**src/rtl/bounce_frame_sequencer.sv**
```systemverilog
// bounce_frame_sequencer
//   Top-level game sequencer for color bounce. Divides clk into frame ticks
//   and runs every frame as erase -> update -> check -> draw, strobing the
//   game updater through statesig and handshaking with the VGA drawer.
//   Owns pause, game-over hold and restart.
//
// Optional feature macro: HISCORE_EN (adds the hi_score register and port).
//
// Ports
//   clk         system clock
//   resetn      asynchronous active-low reset
//   start       start key level; rising edge starts a game from IDLE
//   pause_sw    asynchronous pause switch (2-flop synchronised)
//   gameover    updater game-over flag, sampled in CHECK
//   draw_done   drawer pass complete (1-cycle pulse)
//   curr_score  current score from the updater
//   statesig    000 IDLE/WAIT/CHECK, 001 ERASE, 010 DRAW, 100 UPDATE, 111 OVER
//   draw_req    1-cycle pulse starting a drawer pass
//   erase       1 = drawer paints background colour
//   pause       synchronised pause, fed to the updater
//   frame_tick  1-cycle pulse once per FRAME_DIV clocks
//   score_clr   1-cycle pulse on game start
//   hi_score    best score seen (HISCORE_EN only)
module bounce_frame_sequencer #(
  parameter int unsigned FRAME_DIV     = 833333,
  parameter int unsigned CNT_W         = 20,
  parameter int unsigned GAMEOVER_HOLD = 120
) (
  input  logic        clk,
  input  logic        resetn,
  input  logic        start,
  input  logic        pause_sw,
  input  logic        gameover,
  input  logic        draw_done,
  input  logic [15:0] curr_score,
  output logic [2:0]  statesig,
  output logic        draw_req,
  output logic        erase,
  output logic        pause,
  output logic        frame_tick,
  output logic        score_clr
`ifdef HISCORE_EN
  ,
  output logic [15:0] hi_score
`endif
);

  localparam int unsigned OVER_W = (GAMEOVER_HOLD < 2) ? 1 : $clog2(GAMEOVER_HOLD);
  localparam logic [CNT_W-1:0]  CNT_LAST  = CNT_W'(FRAME_DIV - 1);
  localparam logic [OVER_W-1:0] OVER_LAST = OVER_W'(GAMEOVER_HOLD - 1);

  typedef enum logic [2:0] {
    S_IDLE,
    S_ERASE,
    S_UPDATE,
    S_CHECK,
    S_DRAW,
    S_WAIT,
    S_OVER
  } state_t;

  state_t             state, next_state;
  logic [CNT_W-1:0]   frame_cnt;
  logic [OVER_W-1:0]  over_cnt, over_cnt_n;
  logic               tick_pend, tick_pend_n;
  logic               pause_meta;
  logic               start_q;
  logic               start_rise;
  logic [2:0]         statesig_n;
  logic               draw_req_n, erase_n, score_clr_n;

  // Free-running frame divider, independent of the game state.
  always_ff @(posedge clk or negedge resetn) begin
    if (!resetn) begin
      frame_cnt <= '0;
    end else if (frame_cnt == CNT_LAST) begin
      frame_cnt <= '0;
    end else begin
      frame_cnt <= frame_cnt + CNT_W'(1);
    end
  end

  assign frame_tick = (frame_cnt == CNT_LAST);

  // pause_sw synchroniser; start_q resets high so a key held through reset
  // is not seen as a fresh press.
  always_ff @(posedge clk or negedge resetn) begin
    if (!resetn) begin
      pause_meta <= 1'b0;
      pause      <= 1'b0;
      start_q    <= 1'b1;
    end else begin
      pause_meta <= pause_sw;
      pause      <= pause_meta;
      start_q    <= start;
    end
  end

  assign start_rise = start & ~start_q;

  always_ff @(posedge clk or negedge resetn) begin
    if (!resetn) begin
      state     <= S_IDLE;
      over_cnt  <= '0;
      tick_pend <= 1'b0;
      statesig  <= '0;
      draw_req  <= 1'b0;
      erase     <= 1'b0;
      score_clr <= 1'b0;
    end else begin
      state     <= next_state;
      over_cnt  <= over_cnt_n;
      tick_pend <= tick_pend_n;
      statesig  <= statesig_n;
      draw_req  <= draw_req_n;
      erase     <= erase_n;
      score_clr <= score_clr_n;
    end
  end

  // Outputs are registered from next_state so they line up exactly with the
  // state they describe.
  always_comb begin
    next_state  = state;
    over_cnt_n  = over_cnt;
    tick_pend_n = tick_pend;
    statesig_n  = 3'b000;
    draw_req_n  = 1'b0;
    erase_n     = 1'b0;
    score_clr_n = 1'b0;

    unique case (state)
      S_IDLE:   if (start_rise) next_state = S_ERASE;
      S_ERASE:  if (draw_done) next_state = S_UPDATE;
      S_UPDATE: next_state = S_CHECK;
      S_CHECK:  next_state = gameover ? S_OVER : S_DRAW;
      S_DRAW:   if (draw_done) next_state = S_WAIT;
      S_WAIT:   if (!pause && (frame_tick || tick_pend)) next_state = S_ERASE;
      S_OVER: begin
        if (frame_tick) begin
          if (over_cnt == OVER_LAST) begin
            over_cnt_n = '0;
            next_state = S_IDLE;
          end else begin
            over_cnt_n = over_cnt + OVER_W'(1);
          end
        end
      end
      default:  next_state = S_IDLE;
    endcase

    // A tick that WAIT cannot act on right now is remembered (one deep);
    // leaving WAIT consumes it.
    if (state == S_WAIT && next_state != S_WAIT) begin
      tick_pend_n = 1'b0;
    end else if (frame_tick && (state != S_WAIT || pause)) begin
      tick_pend_n = 1'b1;
    end

    score_clr_n = (state == S_IDLE) && (next_state == S_ERASE);

    case (next_state)
      S_ERASE: begin
        statesig_n = 3'b001;
        erase_n    = 1'b1;
        draw_req_n = (state != S_ERASE);
      end
      S_DRAW: begin
        statesig_n = 3'b010;
        draw_req_n = (state != S_DRAW);
      end
      S_UPDATE: statesig_n = 3'b100;
      S_OVER:   statesig_n = 3'b111;
      default:  statesig_n = 3'b000;
    endcase
  end

`ifdef HISCORE_EN
  always_ff @(posedge clk or negedge resetn) begin
    if (!resetn) begin
      hi_score <= '0;
    end else if (state == S_CHECK && curr_score > hi_score) begin
      hi_score <= curr_score;
    end
  end
`else
  // Score input is only consumed by the high-score tracker.
  logic unused_score;
  assign unused_score = ^curr_score;
`endif

endmodule

```
**config.mk**
```make
export PLATFORM = sky130hd
export DESIGN_NAME = bounce_frame_sequencer
export DESIGN_NICKNAME = d
export VERILOG_FILES = /design/src/rtl/bounce_frame_sequencer.sv
export SDC_FILE = /design/constraint.sdc
export NUM_CORES = 1
export LEC_CHECK = 0
export CORE_ASPECT_RATIO = 1.2
export CORE_MARGIN = 4
export CORE_UTILIZATION = 35
export DETAILED_ROUTE_END_ITERATION = 6
export GPL_ROUTABILITY_DRIVEN = 0
export SLEW_MARGIN = 0
export SYNTH_ARGS = -nofsm -noshare
export SYNTH_HDL_FRONTEND = slang
export SYNTH_SLANG_ARGS = --single-unit
```
**constraint.sdc**
```tcl
create_clock -name clk -period 4 [get_ports clk]
set_input_delay 0.8 -clock clk [delete_from_list [all_inputs] [get_ports clk]]
set_output_delay 0.8 -clock clk [all_outputs]
set_load 0.005 [all_outputs]
```
# Word level (Yosys, flattened, before mapping)
# Index checks and enable logic that the tools add are counted.
[totals]
regBits = 40
latch_bits = 0
ram_bits = 0
romBits = 0
inputBits = 22
output_inout_bits = 8
n_memories = 0
[classes]
add_sub_neg = 2
mul = 0
div = 0
n_lt_le_gt_ge = 0
eq_ne = 16
n_shift = 0
muxes = 15
bitwise_logic = 2
reduce_logical = 10
[ops]
columns = ["op", "n"]
rows = [
  ["$pmux W3 S7", 1],
  ["$add A20 B1 Y20 const B", 1],
  ["$eq A20 B20 Y1 const B", 1],
  ["$mux W20", 1],
  ["$mux W3", 6],
  ["$eq A3 B3 Y1 const B", 5],
  ["$pmux W3 S4", 1],
  ["$eq A3 B2 Y1 const B", 3],
  ["$ne A3 B3 Y1 const B", 3],
  ["$add A7 B1 Y7 const B", 1],
  ["$eq A7 B7 Y1 const B", 1],
  ["$mux W7", 1],
  ["$eq A3 B1 Y1 const B", 2],
  ["$logic_and A1 B1 Y1", 4],
  ["$logic_not A3 Y1", 1],
  ["$mux W1", 3],
  ["$ne A3 B1 Y1 const B", 1],
  ["$logic_or A1 B1 Y1", 2],
  ["$mux W2", 1],
  ["$pmux W1 S2", 1],
  ["$reduce_and A2 Y1", 1],
  ["$reduce_bool A2 Y1", 1],
  ["$and A1 B1 Y1", 1],
  ["$logic_not A1 Y1", 1],
  ["$not A1 Y1", 1],
]

# Logic depth before layout (Yosys ltp)
# Gate-level depths: netlist of run 1.
[logic_depth]
ltp_word = 8
depth_mapped = 8
depth_no_buf = 7

# Least setup slack after synthesis of run 1
# Ideal clock, no wire load.
[synth_timing]
kind = "reg2out"
from = "reg frame_cnt[7]"
to = "out frame_tick"
arrival_time_ns = 1.797
required_ns = 3.200
path_slack_ns = 1.403
stages_incl_launch_ff = 6
path_cell_list = "dfrtp_1 > or4_4 > nor4_4 > and2_0 > buf_2 > buf_2"
[synth_between]
elab_chain_len = 1
[synth_rtl]
columns = ["item", "line", "text"]
rows = [
  ["from (decl)", "63", "logic [CNT_W-1:0] frame_cnt;"],
  ["from (signal assigned)", "79", "frame_cnt <= frame_cnt + CNT_W'(1);"],
  ["$eq A20 B20 Y1", "83", "assign frame_tick = (frame_cnt == CNT_LAST);"],
  ["to (decl)", "40", "output logic frame_tick,"],
]
# Every way passes these cells.

# Final worst setup path of run 1
# Ends and elaborated chain as after synthesis.

==> impl_metrics.csv, run 1 <==
group,metric,value,unit
power_and_ir_drop,powerDensity,478.5,nW/µm²
clocking,clock-sinks,40,
power_and_ir_drop,vdd.ir_drop.worst,210.1,µV
route,wl,3431,µm
critical_path,endpoint_kind,"output port",
clocking,clock_latency,290,ps
timing,slew_violations,0,
power_and_ir_drop,finalPower,1.070,mW
clocking,tritoncts,"built",
timing,skew,9.273,ps
cells_and_area,fin_cells,268,
critical_path,criticalPathCategory,"reg -> out",
synth,yosysWarnings,0,
grt,grt.overflow.total,0,
timing,clock.fmax,303.8,MHz
worst_hold_path,hold_class,"reg -> reg",
synth,synth-seq-cells,40,
place,place_inst,260,
grt,grt_max_degree,41,
clocking,cts_setup_buffers,0,
critical_path,r2r_cells,5,
critical_path,startpoint_type,"flip-flop",
place,placed_area,2110,µm²
route,drc,0,
timing,hold_viol_final,0,
floorplanning,rows,29,
clocking,cts-root-buf,"clkbuf_8",
synth,syn_area,1918,µm²
grt,grt_pass1_wl,5968,µm
route,drt.antenna.violating_nets,0,
clocking,h-tree-depth,2,
cells_and_area,areaGrowthSynthToFinish,16.57,%
route,vias,1371,
synth,yosys.area.top_type,"dfrtp_1",
clocking,clock_path_buffers,2,
grt,grtUsageTotal,0.1176,
floorplanning,core,5298,µm²
run,maxCapViolCount,0,
floorplanning,ios,30,
timing,tns,0,ps
outcome,status,"finished, final reports clean",
grt,grt_pass1_vias,1334,
grt,antenna_found_initial,0,
cells_and_area,layout.nets,230,
critical_path,worstPathMaxFanout,8,
critical_path,arrival,2490,ps
timing,period_minus_slack,3292,ps
timing,tightestPinTransition,922.4,ps
place,dp_hpwl,2313,µm
synth,ys_seq_area_frac,0.5225,
floorplanning,die_area,6734,µm²
timing,setup_viol,0,
synth,synth_area_leaders,"dfrtp_1 (51%), xnor2_1 (4.6%), nor2_1 (4.3%)",
critical_path,cp.required,3200,ps
clocking,hold_buffers,0,
timing,grt_setup_unrepaired,"no",
power_and_ir_drop,p_leak,0.9947,nW
place,numPortBuffers,13,
cells_and_area,drive_above_1_share,0.08252,
floorplanning,die_h,89.10,µm
timing,period_share,0.8229,
synth,yosysTopAreaCellShare,0.5088,
critical_path,rrSetupSlack,1510,ps
synth,synth_cells,189,
clocking,cts_resized,0,
timing,fin_hold_ws,341.5,ps
clocking,cts_buffers,5,
route,drt-pass1-iter-count,4,
cells_and_area,stdcell_area,2236,µm²
route,drt_iter0_drc,89,
clocking,path_clk_slew,80,ps
floorplanning,fp.dieW,75.58,µm
cells_and_area,num_antenna_cells,0,
worst_hold_path,hold_depth,0,
timing,relSlewSlack,0.3837,
synth,yosysUniqueCellTypes,42,
synth,avgSynthCellArea,10.15,µm²
synth,syn-num-nets,214,
floorplanning,start_util,0.3621,
cells_and_area,fillerInstances,529,
route,via_per_inst,5.116,
route,routedWlPerCell,12.80,µm
## layout by cell type (no fill, tap or decap), types with 2 or more instances in the layout
master           Yosys  final
buf_4                0      2
clkbuf_8             0      7
o21ai_0              9      9
nor3b_1              2      2
xor2_1               9      9
and4_1               2      2
dfrtp_1             39     39
nor2_1              22     22
o21a_1               3      3
nand3_1             14     14
nand4_1              6      6
and3_1               5      5
a21oi_1              3      3
nand2_1             18     18
mux2i_1              2      2
nor2b_1              5      5
xnor2_1             10     10
inv_1                5      5
and2_1               2      2
o31ai_1              3      3
clkdlybuf4s50_1      0     12
ha_1                 3      3
## flip-flops by register name (all words and copies together) (netlist names), 3 cells and up
name	count
frame_cnt	20
over_cnt	7
state	3
statesig	3
## worst max-delay path: stages (launching register included)
cell and delay (ps):
dfrtp_1 410, or4_4 550, nor4_4 470, and2_0 250, clkdlybuf4s50_1 520
## cell type report
| class | count | area [µm²] | share of cell area |
|---|---|---|---|
| well taps | 62 | 77.57 | 0.03470 |
| repair buffers | 15 | 140.1 | 0.06267 |
| flip-flops and latches | 40 | 1002 | 0.4482 |
| clock buffers | 7 | 96.34 | 0.04309 |
| inverters | 5 | 18.77 | 0.008394 |
| multi-input cells | 138 | 870.8 | 0.3895 |
| clock inverters | 1 | 30.03 | 0.01343 |
## path summary, 6_finish.rpt
kind / startpoint / end
setup / recovery: frame_cnt[7] / frame_tick
hold / removal: pause_meta / pause
setup reg to reg: frame_cnt[7] / over_cnt[3]
hold reg to reg: pause_meta / pause
max in group asynchronous: resetn / pause_meta
min in group asynchronous: resetn / over_cnt[3]
## synthesized netlist by cell type (all sizes together)
library cell   n
nor2b          5
a211oi         1
a21oi          3
and4b          1
a21o           1
mux2           1
nand4          6
nor4           1
inv            5
dfstp          1
nor3           2
o22ai          1
o41ai          1
o31ai          3
clkbuf         3
or4            2
xor2           9
mux2i          2
nand2         18
and2           3
xnor2         10
o21a           3
nand2b         1
o21ai          9
a31oi          1
or3            1
dfrtp         39
nor3b          2
a2bb2oi        1
buf            3
o22a           1
nand3         14
or2            1
ha             3
and3           5
or4bb          1
nor2          22
a221o          1
and4           2
## kinds of logic after synthesis
group	share of synthesized area
AO/OA/AOI/OAI	0.08807
adder cells (fa/ha/maj)	0.01957
buffers and inverters	0.02348
flip-flops	0.5225
multiplexers	0.01631
AND/OR/NAND/NOR	0.2433
XOR/XNOR	0.08676
## where the power goes
part | internal, mW | switching (mW) | leakage [nW] | total [mW]
Sequential | 0.442 | 0.0430 | 0.526 | 0.485
Clock | 0.220 | 0.139 | 0.0645 | 0.360
Combinational | 0.113 | 0.112 | 0.404 | 0.225
Total | 0.775 | 0.294 | 0.995 | 1.07
## layer usage
layer	track usage	wire (µm)	vias up	part of all wire
li1	-	-	689	-
met1	0.1487	1609	658	0.47
met2	0.1830	1624	17	0.47
met3	0.04162	137	7	0.040
met4	0.04610	60	0	0.017
met5	0	0	-	0
## metrics by stage
step             util  setup WS, ps
5_1_grt        0.4221         588.5
3_3_place_gp   0.3982          1015
6_report       0.4221         708.5
2_1_floorplan       -          1403
3_5_place_dp   0.3982          1032
4_1_cts        0.4221         686.1
No activity file was read; power rests on OpenSTA's default activity.
==> run 2: changes to the inputs <==
- clock period: 4 -> 2.9 ns (I/O delays scaled with it)
==> impl_metrics.csv, run 2 (synthesis results as in run 1) <==
group,metric,value,unit
outcome,status,"finished, final reports clean",
clocking,cts-root-buf,"clkbuf_8",
floorplanning,rows,29,
timing,slew_violations,0,
place,numPortBuffers,13,
power_and_ir_drop,finalPower,1.342,mW
timing,period_share,0.9635,
floorplanning,die_area,6734,µm²
grt,grt_pass1_wl,6044,µm
worst_hold_path,hold_class,"reg -> reg",
power_and_ir_drop,p_leak,0.9902,nW
cells_and_area,max_flop_register,"frame_cnt",
timing,skew,12.36,ps
cells_and_area,top_regs,"frame_cnt x20, over_cnt x7",
grt,grt_pass1_vias,1320,
cells_and_area,layout_common_cells,"dfrtp_1 (39), nor2_1 (22), nand2_1 (18)",
timing,tightestPinTransition,880.9,ps
power_and_ir_drop,p_switching,0.4043,mW
power_and_ir_drop,power_frac_seq,0.499,
route,via_per_inst,5.033,
critical_path,criticalPathCategory,"reg -> out",
critical_path,worstPathMaxFanout,3,
cells_and_area,areaGrowthSynthToFinish,15.72,%
timing,setup_viol,0,
grt,grt.overflow.total,0,
cells_and_area,layout.nets,233,
power_and_ir_drop,powerDensity,604.6,nW/µm²
cells_and_area,drive_above_1_share,0.09091,
cells_and_area,largest_reg_flops,20,
cells_and_area,num_antenna_cells,0,
clocking,clock-sinks,40,
power_and_ir_drop,pwr-share-comb,0.229,
place,placed_area,2132,µm²
timing,fin_hold_ws,354.5,ps
floorplanning,start_util,0.3621,
route,drt.antenna.violating_nets,0,
cells_and_area,stdcell_area,2220,µm²
clocking,clock_latency,290,ps
timing,relSlewSlack,0.4128,
cells_and_area,layout_commonest_cell,"dfrtp_1",
route,drc,0,
floorplanning,fp.dieW,75.58,µm
timing,grt_setup_unrepaired,"no",
place,dp_hpwl,2357,µm
floorplanning,ios,30,
critical_path,slowest_delay,550,ps
timing,hold_viol_final,0,
clocking,tritoncts,"built",
grt,grtUsageTotal,0.1174,
critical_path,slowest_stage,"or4_4",
critical_path,crit_chain,"or4_4 > nor4_4 > and2_4 > clkdlybuf4s50_1",
power_and_ir_drop,p_sw_frac,0.3013,
clocking,path_clk_slew,80,ps
power_and_ir_drop,vdd.ir_drop.worst,275.4,µV
run,maxCapViolCount,0,
timing,clock.fmax,357.9,MHz
grt,grt_max_degree,41,
grt,antenna_found_initial,0,
clocking,h-tree-depth,2,
critical_path,arrival,2210,ps
clocking,clock_path_buffers,2,
route,routedWlPerCell,12.69,µm
floorplanning,core,5298,µm²
timing,period_minus_slack,2794,ps
route,wl,3439,µm
cells_and_area,fin_util,0.4190,
critical_path,startpoint_type,"flip-flop",
route,vias,1364,
timing,tns,0,ps
clocking,cts_buffers,5,
route,drt_iter0_drc,77,
critical_path,cp.required,2320,ps
power_and_ir_drop,p_int,0.9377,mW
power_and_ir_drop,clkPwrFrac,0.272,
floorplanning,die_h,89.10,µm
route,drt-pass1-iter-count,4,
critical_path,endpoint_kind,"output port",
[run 2: cell types whose count changed in the layout (fill, tap and decap cells not counted), sizes merged]
cell	before	now
buf	3	6
bufinv	1	0
clkinv	0	1
[run 2: what timing repair did]
item | in CTS | in global routing
setup buffers | 0 | 0
hold buffers | 0 | 0
setup endpoints to repair | 0 | 1
gates resized for setup | 0 | 2
[run 2: critical path: cells and delay by family (launching register included)]
kind	cells	cell delay [ps]
simple gates	3	1020
buf+inv	1	500
flops	1	400
[run 2: worst paths after layout]
kind / start / end / slack (ps) / depth (start not counted)
max: frame_cnt[7] / frame_tick / 110 / 4
min: pause_meta / pause / 350 / 0
max reg2reg: frame_cnt[7] / over_cnt[3] / 770 / 6
min reg2reg: pause_meta / pause / 350 / 0
max in group asynchronous: resetn / score_clr / 1950 / 1
min in group asynchronous: resetn / over_cnt[5] / 400 / 1
[run 2: layer usage]
layer,up-vias,track usage,share of wire
met5,-,0,0
met4,0,0.04769,0.014
met3,6,0.03825,0.043
met2,24,0.1807,0.48
met1,640,0.1516,0.46
li1,694,-,-
[run 2: final cells by class]
class | count | area (µm²)
fillers | 528 | 3078
repair buffers | 18 | 162.7
multi-input cells | 138 | 873.3
well taps | 62 | 77.57
flip-flops and latches | 40 | 1002
clock inverters | 1 | 8.758
clock buffers | 7 | 76.32
inverters | 5 | 18.77
[run 2: stage by stage]
| stage | setup slack (ps) | instances |
|---|---|---|
| global placement | 338.7 | 263 |
| floorplan | 522.8 | 189 |
| finish | 105.9 | 271 |
| detailed placement | 355.5 | 263 |
| global route | 0.07194 | 271 |
| CTS | 9.008 | 271 |
[run 2: power groups by stage]
stage          clock network [mW]  logic [mW]  registers, mW
2_1_floorplan                   0       0.241          0.639
3_3_place_gp                    0       0.309          0.680
6_report                    0.365       0.307          0.670
3_5_place_dp                    0       0.312          0.681
5_1_grt                     0.404       0.353          0.679
4_1_cts                     0.383       0.314          0.670
==> run 3: changes to the inputs <==
- SETUP_SLACK_MARGIN: default -> 0.2
==> impl_metrics.csv, run 3 (synthesis results as in run 1) <==
group,metric,value,unit
timing,hold_viol_final,0,
grt,busiest_layer,"met2",
clocking,hold_buffers,0,
clocking,h-tree-depth,2,
worst_hold_path,hp-start,"pause_meta",
route,via_per_inst,5.014,
critical_path,cp.required,3140,ps
timing,tns,0,ps
floorplanning,fp.dieW,75.58,µm
floorplanning,die_h,89.10,µm
place,numPortBuffers,13,
worst_hold_path,hold_class,"reg -> reg",
outcome,status,"finished, final reports clean",
floorplanning,die_area,6734,µm²
route,drt-pass1-iter-count,4,
grt,grt_pass1_wl,6189,µm
cells_and_area,areaGrowthSynthToFinish,21.27,%
power_and_ir_drop,vdd.ir_drop.worst,273.2,µV
critical_path,timing.rr.end,"over_cnt[3]",
critical_path,worstPathMaxFanout,6,
place,placed_area,2132,µm²
timing,period_share,0.9196,
route,drc,0,
grt,grt_pass1_vias,1360,
route,drt.antenna.violating_nets,0,
cells_and_area,stdcell_area,2326,µm²
power_and_ir_drop,powerDensity,578.8,nW/µm²
critical_path,endpoint_kind,"flip-flop",
grt,grt.overflow.total,0,
cells_and_area,layout_common_cells,"dfrtp_1 (39), nor2_1 (22), nand2_1 (18)",
timing,grt_setup_unrepaired,"yes",
run,maxCapViolCount,0,
worst_hold_path,hold_path_end,"pause",
grt,grt_max_degree,41,
clocking,clock_latency,290,ps
critical_path,rrSetupSlack,230,ps
timing,tightestPinTransition,880.5,ps
clocking,cts_buffers,5,
timing,fin_hold_ws,354.8,ps
floorplanning,rows,29,
grt,met3_usage,0.03825,
timing,period_minus_slack,2667,ps
floorplanning,ios,30,
worst_hold_path,hold_depth,0,
critical_path,r2r_start,"frame_cnt[14]",
clocking,path_clk_slew,80,ps
cells_and_area,multi_input_area,879.6,µm²
grt,use_met1,0.1523,
clocking,clock-sinks,40,
timing,skew,13.12,ps
route,wl,3591,µm
grt,grtUsageMet2,0.1925,
critical_path,arrival,2910,ps
cells_and_area,fin_cells,281,
timing,relSlewSlack,0.4130,
cells_and_area,fillerInstances,517,
route,drt_iter0_drc,70,
cells_and_area,top_regs,"frame_cnt x20, over_cnt x7",
cells_and_area,largest_reg_flops,20,
cells_and_area,layout_commonest_cell,"dfrtp_1",
clocking,cts-root-buf,"clkbuf_8",
floorplanning,core,5298,µm²
critical_path,startpoint_type,"flip-flop",
route,vias,1409,
floorplanning,start_util,0.3621,
cells_and_area,drive_above_1_share,0.1416,
cells_and_area,layout.nets,243,
cells_and_area,max_flop_register,"frame_cnt",
power_and_ir_drop,p_leak,1.055,nW
clocking,clock_path_buffers,2,
place,place_inst,263,
timing,clock.fmax,375.0,MHz
timing,setup_viol,0,
clocking,tritoncts,"built",
cells_and_area,num_antenna_cells,0,
grt,antenna_found_initial,0,
place,dp_hpwl,2357,µm
cells_and_area,regArea,1002,µm²
critical_path,criticalPathCategory,"reg -> reg",
critical_path,r2r_cells,13,
timing,slew_violations,0,
grt,grtUsageTotal,0.1204,
route,routedWlPerCell,12.78,µm
[run 3: per-layer routing]
metal | up-vias | part of all wire
met5 | - | 0
met4 | 0 | 0.014
met3 | 5 | 0.041
met2 | 18 | 0.49
met1 | 671 | 0.46
li1 | 715 | -
[run 3: cell type report]
type | instances | share of cell area
clock inverters | 1 | 0.003765
clock buffers | 7 | 0.03281
inverters | 5 | 0.008069
repair buffers | 28 | 0.1130
flip-flops and latches | 40 | 0.4309
multi-input cells | 138 | 0.3782
well taps | 62 | 0.03335
[run 3: worst max-delay path by stage]
stage / start / to / slack [ps]
floorplan: frame_cnt[7] / frame_tick / 520
global placement: frame_cnt[7] / frame_tick / 340
detailed placement: frame_cnt[7] / frame_tick / 360
CTS: frame_cnt[7] / over_cnt[3] / 270
global route: frame_cnt[14] / over_cnt[3] / 140
finish: frame_cnt[14] / over_cnt[3] / 230
[run 3: report_power, final]
| group | switching, mW | internal [mW] |
|---|---|---|
| sequential | 0.0602 | 0.610 |
| clock | 0.193 | 0.172 |
| combinational | 0.152 | 0.159 |
[run 3: per-stage QoR]
step                      worst slack [ps]  total power [mW]  utilization
after floorplan                      522.8            0.8793            -
after global placement               338.7            0.9887       0.4025
after detailed placement             355.5            0.9923       0.4025
after CTS                            268.5             1.367       0.4301
after global routing                 136.6             1.440       0.4391
final                                233.1             1.346       0.4391
[run 3: critical path, cell delays in order (launching register included)]
cell	delay (ps)
dfrtp_1	410
or4_4	550
nor4_4	260
buf_4	160
buf_6	80
buf_6	80
buf_6	80
buf_6	80
buf_6	80
buf_6	80
buf_6	100
nand3_2	80
or4_1	510
nand2_1	70
[run 3: repair_timing]
action                     in CTS  in global routing
pin swaps                       2                  4
resized for setup               3                  9
setup endpoints to repair       1                  8
setup buffers                   8                  2
